===== config.mk =====
export PLATFORM = sky130hd
export DESIGN_NAME = mult_iter_unit
export DESIGN_NICKNAME = d
export VERILOG_FILES = /design/src/rtl/mult_pkg.sv /design/src/rtl/mult_step.sv /design/src/rtl/mult_iter_unit.sv
export SDC_FILE = /design/constraint.sdc
export NUM_CORES = 1
export LEC_CHECK = 0
export BUFFER_PORTS_ARGS = -buffer_cell sky130_fd_sc_hd__clkbuf_2
export CORE_UTILIZATION = 45
export CTS_CLUSTER_SIZE = 40
export DETAILED_ROUTE_END_ITERATION = 16
export GPL_TIMING_DRIVEN = 1
export PLACE_DENSITY = 0.63
export SLEW_MARGIN = 10
export SYNTH_ARGS = -nofsm -noshare
export SYNTH_HDL_FRONTEND = slang
export SYNTH_SLANG_ARGS = --single-unit

===== constraint.sdc =====
create_clock -name clk_i -period 20.6 [get_ports clk_i]
set_input_delay 4.12 -clock clk_i [delete_from_list [all_inputs] [get_ports clk_i]]
set_output_delay 4.12 -clock clk_i [all_outputs]
set_load 0.03 [all_outputs]

===== src/rtl/mult_pkg.sv =====
// Shared types and helpers for the iterative multiply/accumulate unit.
package mult_pkg;

    localparam int unsigned MULT_W = 32;

    typedef enum logic [1:0] {
        MOP_MUL  = 2'd0,
        MOP_MADD = 2'd1,
        MOP_MSUB = 2'd2
    } mult_op_e;

    typedef enum logic [1:0] {
        S_IDLE = 2'd0,
        S_CALC = 2'd1,
        S_DONE = 2'd2
    } mult_state_e;

    // Magnitude of an operand; 0x80000000 signed maps to 2^31 as unsigned.
    function automatic logic [MULT_W-1:0] mag(input logic [MULT_W-1:0] v, input logic sgn);
        return (sgn && v[MULT_W-1]) ? (~v + 1'b1) : v;
    endfunction

endpackage


===== src/rtl/mult_step.sv =====
// One iteration of the shift-add multiplier: adds mcand * bits, pre-shifted
// by the current bit position, into the running 64-bit partial product.
module mult_step
    import mult_pkg::*;
#(
    parameter int unsigned BPC = 2
) (
    input  logic [2*MULT_W-1:0] pp_i,
    input  logic [MULT_W-1:0]   mcand_i,
    input  logic [BPC-1:0]      bits_i,
    input  logic [5:0]          shift_i,
    output logic [2*MULT_W-1:0] pp_o
);

    logic [2*MULT_W-1:0] base;

    assign base = {{MULT_W{1'b0}}, mcand_i} << shift_i;

    always_comb begin
        pp_o = pp_i;
        for (int unsigned i = 0; i < BPC; i++) begin
            if (bits_i[i]) begin
                pp_o = pp_o + (base << i);
            end
        end
    end

endmodule


===== src/rtl/mult_iter_unit.sv =====
// Iterative MULT/MADD/MSUB responder: magnitude shift-add over ITERS cycles,
// sign and accumulate fixup on the last cycle, result held until acknowledged.
module mult_iter_unit
    import mult_pkg::*;
#(
    parameter int unsigned BITS_PER_CYCLE = 2
) (
    input  logic        clk_i,
    input  logic        rst_ni,
    input  logic        req_valid_i,
    output logic        req_ready_o,
    input  logic [1:0]  op_i,
    input  logic        signed_i,
    input  logic [31:0] a_i,
    input  logic [31:0] b_i,
    input  logic [63:0] acc_i,
    input  logic        flush_i,
    output logic        rsp_valid_o,
    input  logic        rsp_ack_i,
    output logic [31:0] hi_o,
    output logic [31:0] lo_o,
    output logic        busy_o
);

    localparam int unsigned ITERS = MULT_W / BITS_PER_CYCLE;
    localparam int unsigned CNT_W = $clog2(ITERS);
    localparam logic [CNT_W-1:0] CNT_LAST = CNT_W'(ITERS - 1);

    mult_state_e          state_q, state_d;
    logic [CNT_W-1:0]     cnt_q, cnt_d;
    logic [MULT_W-1:0]    mcand_q, mcand_d;
    logic [MULT_W-1:0]    mplier_q, mplier_d;
    logic [2*MULT_W-1:0]  pp_q, pp_d;
    logic                 neg_q, neg_d;
    logic [1:0]           op_q, op_d;
    logic [2*MULT_W-1:0]  acc_q, acc_d;
    logic [MULT_W-1:0]    hi_q, hi_d;
    logic [MULT_W-1:0]    lo_q, lo_d;
    logic                 rsp_valid_q, rsp_valid_d;

    logic                 accept;
    logic [5:0]           shift;
    logic [2*MULT_W-1:0]  pp_next;
    logic [2*MULT_W-1:0]  prod;
    logic [2*MULT_W-1:0]  result;

    assign shift = 6'(cnt_q) * 6'(BITS_PER_CYCLE);

    mult_step #(
        .BPC(BITS_PER_CYCLE)
    ) u_step (
        .pp_i   (pp_q),
        .mcand_i(mcand_q),
        .bits_i (mplier_q[BITS_PER_CYCLE-1:0]),
        .shift_i(shift),
        .pp_o   (pp_next)
    );

    assign req_ready_o = (state_q == S_IDLE) || ((state_q == S_DONE) && rsp_ack_i);
    assign accept      = req_valid_i && req_ready_o && !flush_i;

    always_comb begin
        prod = neg_q ? (~pp_next + 64'd1) : pp_next;
        if (op_q == MOP_MADD) begin
            result = acc_q + prod;
        end else if (op_q == MOP_MSUB) begin
            result = acc_q - prod;
        end else begin
            result = prod;
        end
    end

    always_comb begin
        state_d     = state_q;
        cnt_d       = cnt_q;
        mcand_d     = mcand_q;
        mplier_d    = mplier_q;
        pp_d        = pp_q;
        neg_d       = neg_q;
        op_d        = op_q;
        acc_d       = acc_q;
        hi_d        = hi_q;
        lo_d        = lo_q;
        rsp_valid_d = rsp_valid_q;

        if (flush_i) begin
            state_d     = S_IDLE;
            rsp_valid_d = 1'b0;
            cnt_d       = '0;
        end else if (accept) begin
            // Covers both IDLE accept and DONE ack with a same-cycle re-accept.
            state_d     = S_CALC;
            mcand_d     = mag(a_i, signed_i);
            mplier_d    = mag(b_i, signed_i);
            neg_d       = signed_i && (a_i[31] ^ b_i[31]);
            op_d        = op_i;
            acc_d       = acc_i;
            pp_d        = '0;
            cnt_d       = '0;
            rsp_valid_d = 1'b0;
        end else begin
            case (state_q)
                S_CALC: begin
                    pp_d     = pp_next;
                    mplier_d = mplier_q >> BITS_PER_CYCLE;
                    cnt_d    = cnt_q + 1'b1;
                    if (cnt_q == CNT_LAST) begin
                        state_d      = S_DONE;
                        rsp_valid_d  = 1'b1;
                        {hi_d, lo_d} = result;
                    end
                end
                S_DONE: begin
                    if (rsp_ack_i) begin
                        state_d     = S_IDLE;
                        rsp_valid_d = 1'b0;
                    end
                end
                default: ;
            endcase
        end
    end

    always_ff @(posedge clk_i or negedge rst_ni) begin
        if (!rst_ni) begin
            state_q     <= S_IDLE;
            cnt_q       <= '0;
            mcand_q     <= '0;
            mplier_q    <= '0;
            pp_q        <= '0;
            neg_q       <= 1'b0;
            op_q        <= '0;
            acc_q       <= '0;
            hi_q        <= '0;
            lo_q        <= '0;
            rsp_valid_q <= 1'b0;
        end else begin
            state_q     <= state_d;
            cnt_q       <= cnt_d;
            mcand_q     <= mcand_d;
            mplier_q    <= mplier_d;
            pp_q        <= pp_d;
            neg_q       <= neg_d;
            op_q        <= op_d;
            acc_q       <= acc_d;
            hi_q        <= hi_d;
            lo_q        <= lo_d;
            rsp_valid_q <= rsp_valid_d;
        end
    end

    assign rsp_valid_o = rsp_valid_q;
    assign hi_o        = hi_q;
    assign lo_o        = lo_q;
    assign busy_o      = (state_q != S_IDLE);

endmodule


## Word level (Yosys, flattened, before mapping)

Cells that the tools add are included.

| cells by class | value |
|---|---|
| multiply operators | 0 |
| $lt $le $gt $ge | 0 |
| shift operators | 1 |
| divide/modulo/power cells | 0 |
| eq/ne operators | 7 |
| multiplexer cells | 24 |
| reduce and logical (&&, ||, !) cells | 17 |
| add/subtract/negate cells | 8 |
| bitwise operators | 6 |

Operators with widths:

| operator | count |
|---|---|
| 64-bit two-way mux | 7 |
| 64-bit adder | 3 |
| 32-bit two-way mux | 4 |
| 32-bit by 1-bit adder with 32-bit output (second input constant) | 2 |
| 64-bit by 1-bit adder with 64-bit output (second input constant) | 1 |
| 32-bit NOT | 2 |
| 64-bit NOT | 1 |
| 32-bit by 5-bit << shifter with 64-bit output | 1 |
| 64-bit subtractor | 1 |
| 4-bit two-way mux | 3 |
| 2-bit two-way mux | 4 |
| 4-bit != test (second input constant) | 2 |
| 1-bit logical AND | 6 |
| 4-bit by 1-bit adder with 4-bit output (second input constant) | 1 |
| 2-bit by 1-bit == test with 1-bit output (second input constant) | 2 |
| 2-bit == test (second input constant) | 2 |
| 4-bit == test (second input constant) | 1 |
| 1-bit two-way mux | 4 |
| 2-bit case mux with 2 select lines | 1 |
| 2-bit AND reduction | 2 |
| 4-bit AND reduction | 1 |
| 2-bit nonzero test | 2 |
| 4-bit nonzero test | 1 |
| 3-bit AND reduction | 1 |
| other kinds (7) | 8 |

| word-level totals | value |
|---|---|
| output and inout port bits | 67 |
| bits of input ports | 136 |
| logic and storage cells | 74 |
| latch bits | 0 |
| bits in read-only memories | 0 |
| flip-flop bits (word level) | 266 |
| memory bits (writable) | 0 |
| memories kept | 0 |

## Longest topological paths before layout

| depth | value |
|---|---|
| depth in word-level cells | 11 |
| depth in mapped cells | 63 |
| gate-level depth less buffers | 56 |

## By module

Synthesis repeated with hierarchy kept, for this count alone.

| second synthesis, totals | value |
|---|---|
| cell total of the unflattened synthesis | 4489 |
| area total of the unflattened synthesis | 33960.1 um^2 |

Modules (own cells, without submodules):

| module | seq. area each (um^2) | cells an instance | area an instance (um^2) | instances |
|---|---|---|---|---|
| mult_iter_unit | 6631.4 | 2700 | 21259.1 | 1 |
| mult_step | 0.0 | 1789 | 12700.9 | 1 |

## Worst setup path before layout

Ideal clock, no wire load.

| path | value |
|---|---|
| kind | register to register |
| from | register mplier_q[0] |
| to | register hi_q[30] (netlist: hi_o[30]) |
| buffers on the path | 13 |
| required time | 20466 ps |
| data arrival time | 11718 ps |
| library setup time | 134 ps |
| setup slack | 8748 ps |
| stages on the path, launching flop included | 56 |
| period minus slack after synthesis | 11852 ps |
| cell sequence | dfrtp_1 clkbuf_1 clkbuf_1 buf_1 buf_1 clkbuf_1 buf_1 buf_1 clkbuf_1 buf_1 clkbuf_1 clkbuf_1 a21oi_1 nor2_1 xnor2_1 ha_1 a211oi_1 a22oi_1 (+20 left out) a21oi_1 a21oi_1 a31oi_1 o21a_1 o21bai_1 o41a_1 a211o_1 a31oi_1 nor2b_1 o21a_1 o21ai_0 nand2b_1 a21oi_1 xnor2_1 a211oi_1 nand2_1 o21ai_0 a21oi_1 |

| on the way | value |
|---|---|
| longest elaborated chain between the ends | 9 |
| elaborated cells on any way between the ends | 10 |
| those cells by class | add/sub: 4; mux: 5; bitwise: 1 |

RTL lines:

| what | RTL line | text |
|---|---|---|
| from (decl) | mult_iter_unit.sv:32 | `logic [MULT_W-1:0] mplier_q, mplier_d;` |
| from (signal assigned) | mult_iter_unit.sv:141 | `mplier_q <= mplier_d;` |
| 64-bit two-way mux (*) | mult_step.sv:22 | `if (bits_i[i]) begin` |
| 64-bit adder | mult_step.sv:23 | `pp_o = pp_o + (base << i);` |
| 64-bit two-way mux (*) | mult_step.sv:22 |  |
| 64-bit NOT | mult_iter_unit.sv:63 | `prod = neg_q ? (~pp_next + 64'd1) : pp_next;` |
| 64-bit by 1-bit adder with 64-bit output | mult_iter_unit.sv:63 |  |
| 64-bit two-way mux (*) | mult_iter_unit.sv:63 |  |
| 64-bit subtractor | mult_iter_unit.sv:67 | `result = acc_q - prod;` |
| 64-bit two-way mux | mult_iter_unit.sv:66 | `end else if (op_q == MOP_MSUB) begin` |
| 64-bit two-way mux (*) | mult_iter_unit.sv:64 | `if (op_q == MOP_MADD) begin` |
| to (signal assigned) | mult_iter_unit.sv:146 | `hi_q <= hi_d;` |
| to (decl) | mult_iter_unit.sv:37 | `logic [MULT_W-1:0] hi_q, hi_d;` |

Every way passes the cells marked *; elsewhere a longest branch is shown, timed or not.
A chain may end at the register's enable or synchronous reset.

## Worst setup path in the final report

| path | value |
|---|---|
| from | register cnt_q[1] |
| to | register hi_q[31] (netlist: hi_o[31]) |

| on the way | value |
|---|---|
| longest elaborated chain between the ends | 11 |
| elaborated cells on any way between the ends | 14 |
| those cells by class | add/sub: 5; eq/ne: 1; shift: 1; mux: 5; bitwise: 1; reduce/logical: 1 |

RTL lines:

| what | RTL line | text |
|---|---|---|
| from (decl) | mult_iter_unit.sv:30 | `logic [CNT_W-1:0] cnt_q, cnt_d;` |
| from (signal assigned) | mult_iter_unit.sv:139 | `cnt_q <= cnt_d;` |
| 32-bit by 5-bit << shifter with 64-bit output | mult_step.sv:17 | `assign base = {{MULT_W{1'b0}}, mcand_i} << shift_i;` |
| 64-bit adder | mult_step.sv:23 |  |
| 64-bit two-way mux | mult_step.sv:22 |  |
| 64-bit adder | mult_step.sv:23 |  |
| 64-bit two-way mux | mult_step.sv:22 |  |
| 64-bit NOT | mult_iter_unit.sv:63 |  |
| 64-bit by 1-bit adder with 64-bit output | mult_iter_unit.sv:63 |  |
| 64-bit two-way mux | mult_iter_unit.sv:63 |  |
| 64-bit subtractor | mult_iter_unit.sv:67 |  |
| 64-bit two-way mux | mult_iter_unit.sv:66 |  |
| 64-bit two-way mux | mult_iter_unit.sv:64 |  |

Parallel ways exist; a longest one is shown, timed or not.

==> impl_metrics.ini <==
[min_path]
min_path_type = reg2reg
hold_path_depth = 1
worstHoldStart = lo_o[27]
hold-path-endpoint = lo_o[27]

[routing]
remaining_drc_errors = 0
vias = 36030
wl_mm = 125.2
routedWlPerCell_um = 22.09
drt_iter0_markers = 3309
drtPass1Iterations = 7
postRouteAntennaNets = 0
viasPerCell = 6.356

[placed_design]
io_buffer_count = 202
hpwlAfterDp_mm = 95.42
globalplace.congestion = 1.006

[critical_path]
required_ns = 21.07
worstSetupStartpoint = cnt_q[1]
crit_type = reg2reg
cp_top_family = compound AO/OA/AOI/OAI gates
worstPathArrival_ns = 14.77
cp-start-kind = register
critPathSlowestCell = clkinv_1
timing.critical_path.to_type = register
max_stage_delay_ns = 0.76
r2r-end = hi_o[31]
r2r_slack_ns = 6.30
crit_buf_inv = 3
r2r_start = cnt_q[1]
path_max_fanout = 55
crit_path_frequent_cell = a21o_1
worstRegToRegCells = 50

[clocking]
cts.path.max_buffers = 3
cts_setup_buffers = 0
clkLatencyLatePin_ns = 0.59
postCtsHoldBufs = 0
post_cts_resized = 0
cts.htree.levels = 2
cts_sinks = 265
cts.clk_slew.worst_paths_ns = 0.07
cts_tree = yes
clock-root-buffer = clkbuf_16
numCtsBuffers = 35

[synth]
synth_cells = 4676
synthArstFlopShare = 1.000
synth_top_area_frac = 0.1942
netlist_area_um2 = 34140
synth_edf_count = 0
synth-seq-cells = 265
yosysTopAreaCell = dfrtp_1
synthFlopType = dfrtp_1
synth_nets = 5028
synth_area_leaders = dfrtp_1 19%, ha_1 7.8%, nand2_1 7.2%, o21ai_0 5.1%, a21oi_1 5.1%
synth_cell_types = 132
yosys_warnings = 0
yosysSeqAreaShare = 0.1942
avgSynthCellArea_um2 = 7.301

[timing]
fin_crit_sh = 0.6944
slew_violations = 0
hold_viol_final = 0
setup_viol = 0
clock_skew_ns = 0.02705
fin_setup_tns_ns = 0
relSlewSlack = 0.1947
rsz0062_at_grt = no
final.min_clock_period_ns = 14.30
timing_worst_slew_pin_value_ns = 1.198
max_freq_ghz = 0.06991

[pwr]
seqPwrFrac = 0.121
p_int_w = 0.003025
power.density_nw_per_um2 = 193.0
clkPwrFrac = 0.091
power_leakage_nw = 16.80
ir_drop_mv = 0.1113
p_comb_frac = 0.789
power.switching_w = 0.004081
p_sw_frac = 0.5743

[global_route]
antenna_found_initial = 1
grtUsageMet2 = 0.5190
grt_pass1_wl_mm = 194.5
grt_max_degree = 84
use_met1 = 0.4075
grt_pass1_vias = 33800
grt_busiest_layer = met2
grt_use_met3 = 0.04119
grt_util_all_layers = 0.3167
globalRoute.totalOverflow = 0

[floorplan]
dieArea_um2 = 76970
die_x_um = 277.4
rows = 100
die_h_um = 277.4
placeableCoreArea_um2 = 74700
initial_core_util = 0.4570
io_pins = 203

[outcome]
status = complete, no violations

[cells_and_area]
multiInputGateArea_um2 = 25750
drive_above_1_share = 0.1069
seqCellArea_um2 = 6646
final_util = 0.4930
layout.nets = 5023
area_delta_synth_final_pct = 7.861
nFillCells = 7557

[flow_run]
cap_violations = 0
sequential cells by signal (all words and copies together) (netlist names):
register,count
neg_q,1
hi_o,32
op_q,2
mplier_q,32
lo_o,32
cnt_q,4
mcand_q,32
state_q,2
pp_q,64
acc_q,64
through the flow:
step | instances | hold slack [ns] | setup slack (ns) | cell area, µm² | power, W
floorplan | 4676 | 0.4492 | 8.748 | 34140 | 0.004876
global placement | 5603 | 0.4605 | 7.060 | 35640 | 0.006318
detailed placement | 5603 | 0.4659 | 6.812 | 35640 | 0.006333
CTS | 5667 | 0.4789 | 6.754 | 36820 | 0.007009
global route | 5667 | 0.4921 | 5.394 | 36820 | 0.007684
finish | 5668 | 0.4744 | 6.296 | 36820 | 0.007105
worst max-delay path by stage:
stage                     endpoint  cells past startpoint  slack, ns
after floorplan           hi_o[30]                     55       8.75
after global placement    hi_o[31]                     49       7.06
after detailed placement  hi_o[31]                     50       6.81
after CTS                 hi_o[31]                     50       6.75
after global routing      hi_o[31]                     52       5.39
final                     hi_o[31]                     50       6.30
power by group through the flow:
stage / Sequential (W) / Combinational, W / Clock, W
after floorplan: 0.000739 / 0.00414 / 0
after global placement: 0.000859 / 0.00546 / 0
after detailed placement: 0.000861 / 0.00547 / 0
after CTS: 0.000853 / 0.00550 / 0.000654
after global routing: 0.000875 / 0.00614 / 0.000673
final: 0.000858 / 0.00560 / 0.000643
worst reg2reg max path: cells and delay by family, from the launching register on:
kind,cells,cell delay (ns)
mux,3,0.94
compound gates,21,5.16
flops,1,0.49
buf+inv,3,1.41
simple gates,16,4.48
xor+xnor,4,0.56
fa+ha+maj,3,1.15
placed cells by master, fill, tap and decap left out, drive strengths merged, types with 47 or more instances in the layout:
cell type / Yosys / layout
nand2: 655 / 655
nor2: 387 / 387
o21ai: 368 / 368
a21oi: 348 / 348
dfrtp: 265 / 265
clkbuf: 240 / 249
ha: 214 / 214
inv: 174 / 176
xnor2: 167 / 167
a21o: 138 / 138
nand3: 128 / 128
nor3: 119 / 119
mux2i: 90 / 90
xor2: 69 / 69
o31ai: 61 / 61
a31oi: 60 / 60
o21bai: 55 / 55
a211oi: 55 / 55
o22ai: 54 / 54
nand4: 52 / 52
nand2b: 51 / 51
mux2: 50 / 50
buf: 50 / 47
nor2b: 47 / 47
synthesized netlist by cell type, types with 49 or more instances:
master,number
a21o_1,138
ha_1,214
nor2_1,384
nor3_1,117
a31oi_1,60
o21bai_1,54
nand2_1,652
mux2_2,49
clkbuf_1,240
mux2i_1,88
inv_1,174
a211oi_1,52
nand2b_1,51
xor2_1,69
o21ai_0,348
nand4_1,51
o22ai_1,54
dfrtp_1,265
a21oi_1,345
xnor2_1,167
nand3_1,128
o31ai_1,59
cells by family after synthesis:
logic type,after synthesis,share of synthesized area
xor gates and xnor gates,236,0.06055
muxes,150,0.04995
and+or+nand+nor,1734,0.2413
adders and majority gates,223,0.08166
buffers and inverters,467,0.05355
AOI/OAI and AO/OA,1601,0.3187
DFF,265,0.1942
per-layer routing:
metal  part of all wire  routed length [µm]  vias up
met5            0.00011                  14        -
met1               0.43               53270    17080
li1                   -                   -    17250
met3              0.062                7804      300
met2               0.46               57200     1394
met4              0.055                6891        2
area by class of cell:
class | instances | area share
inverter | 177 | 0.01804
antenna | 1 | 0.00006796
sequential | 265 | 0.1805
timing repair buffer | 248 | 0.03711
multi-input combinational | 3944 | 0.6994
clock buffer | 48 | 0.02728
clock inverter | 16 | 0.004689
tap | 969 | 0.03293
Power figures use the tool's default switching activity.
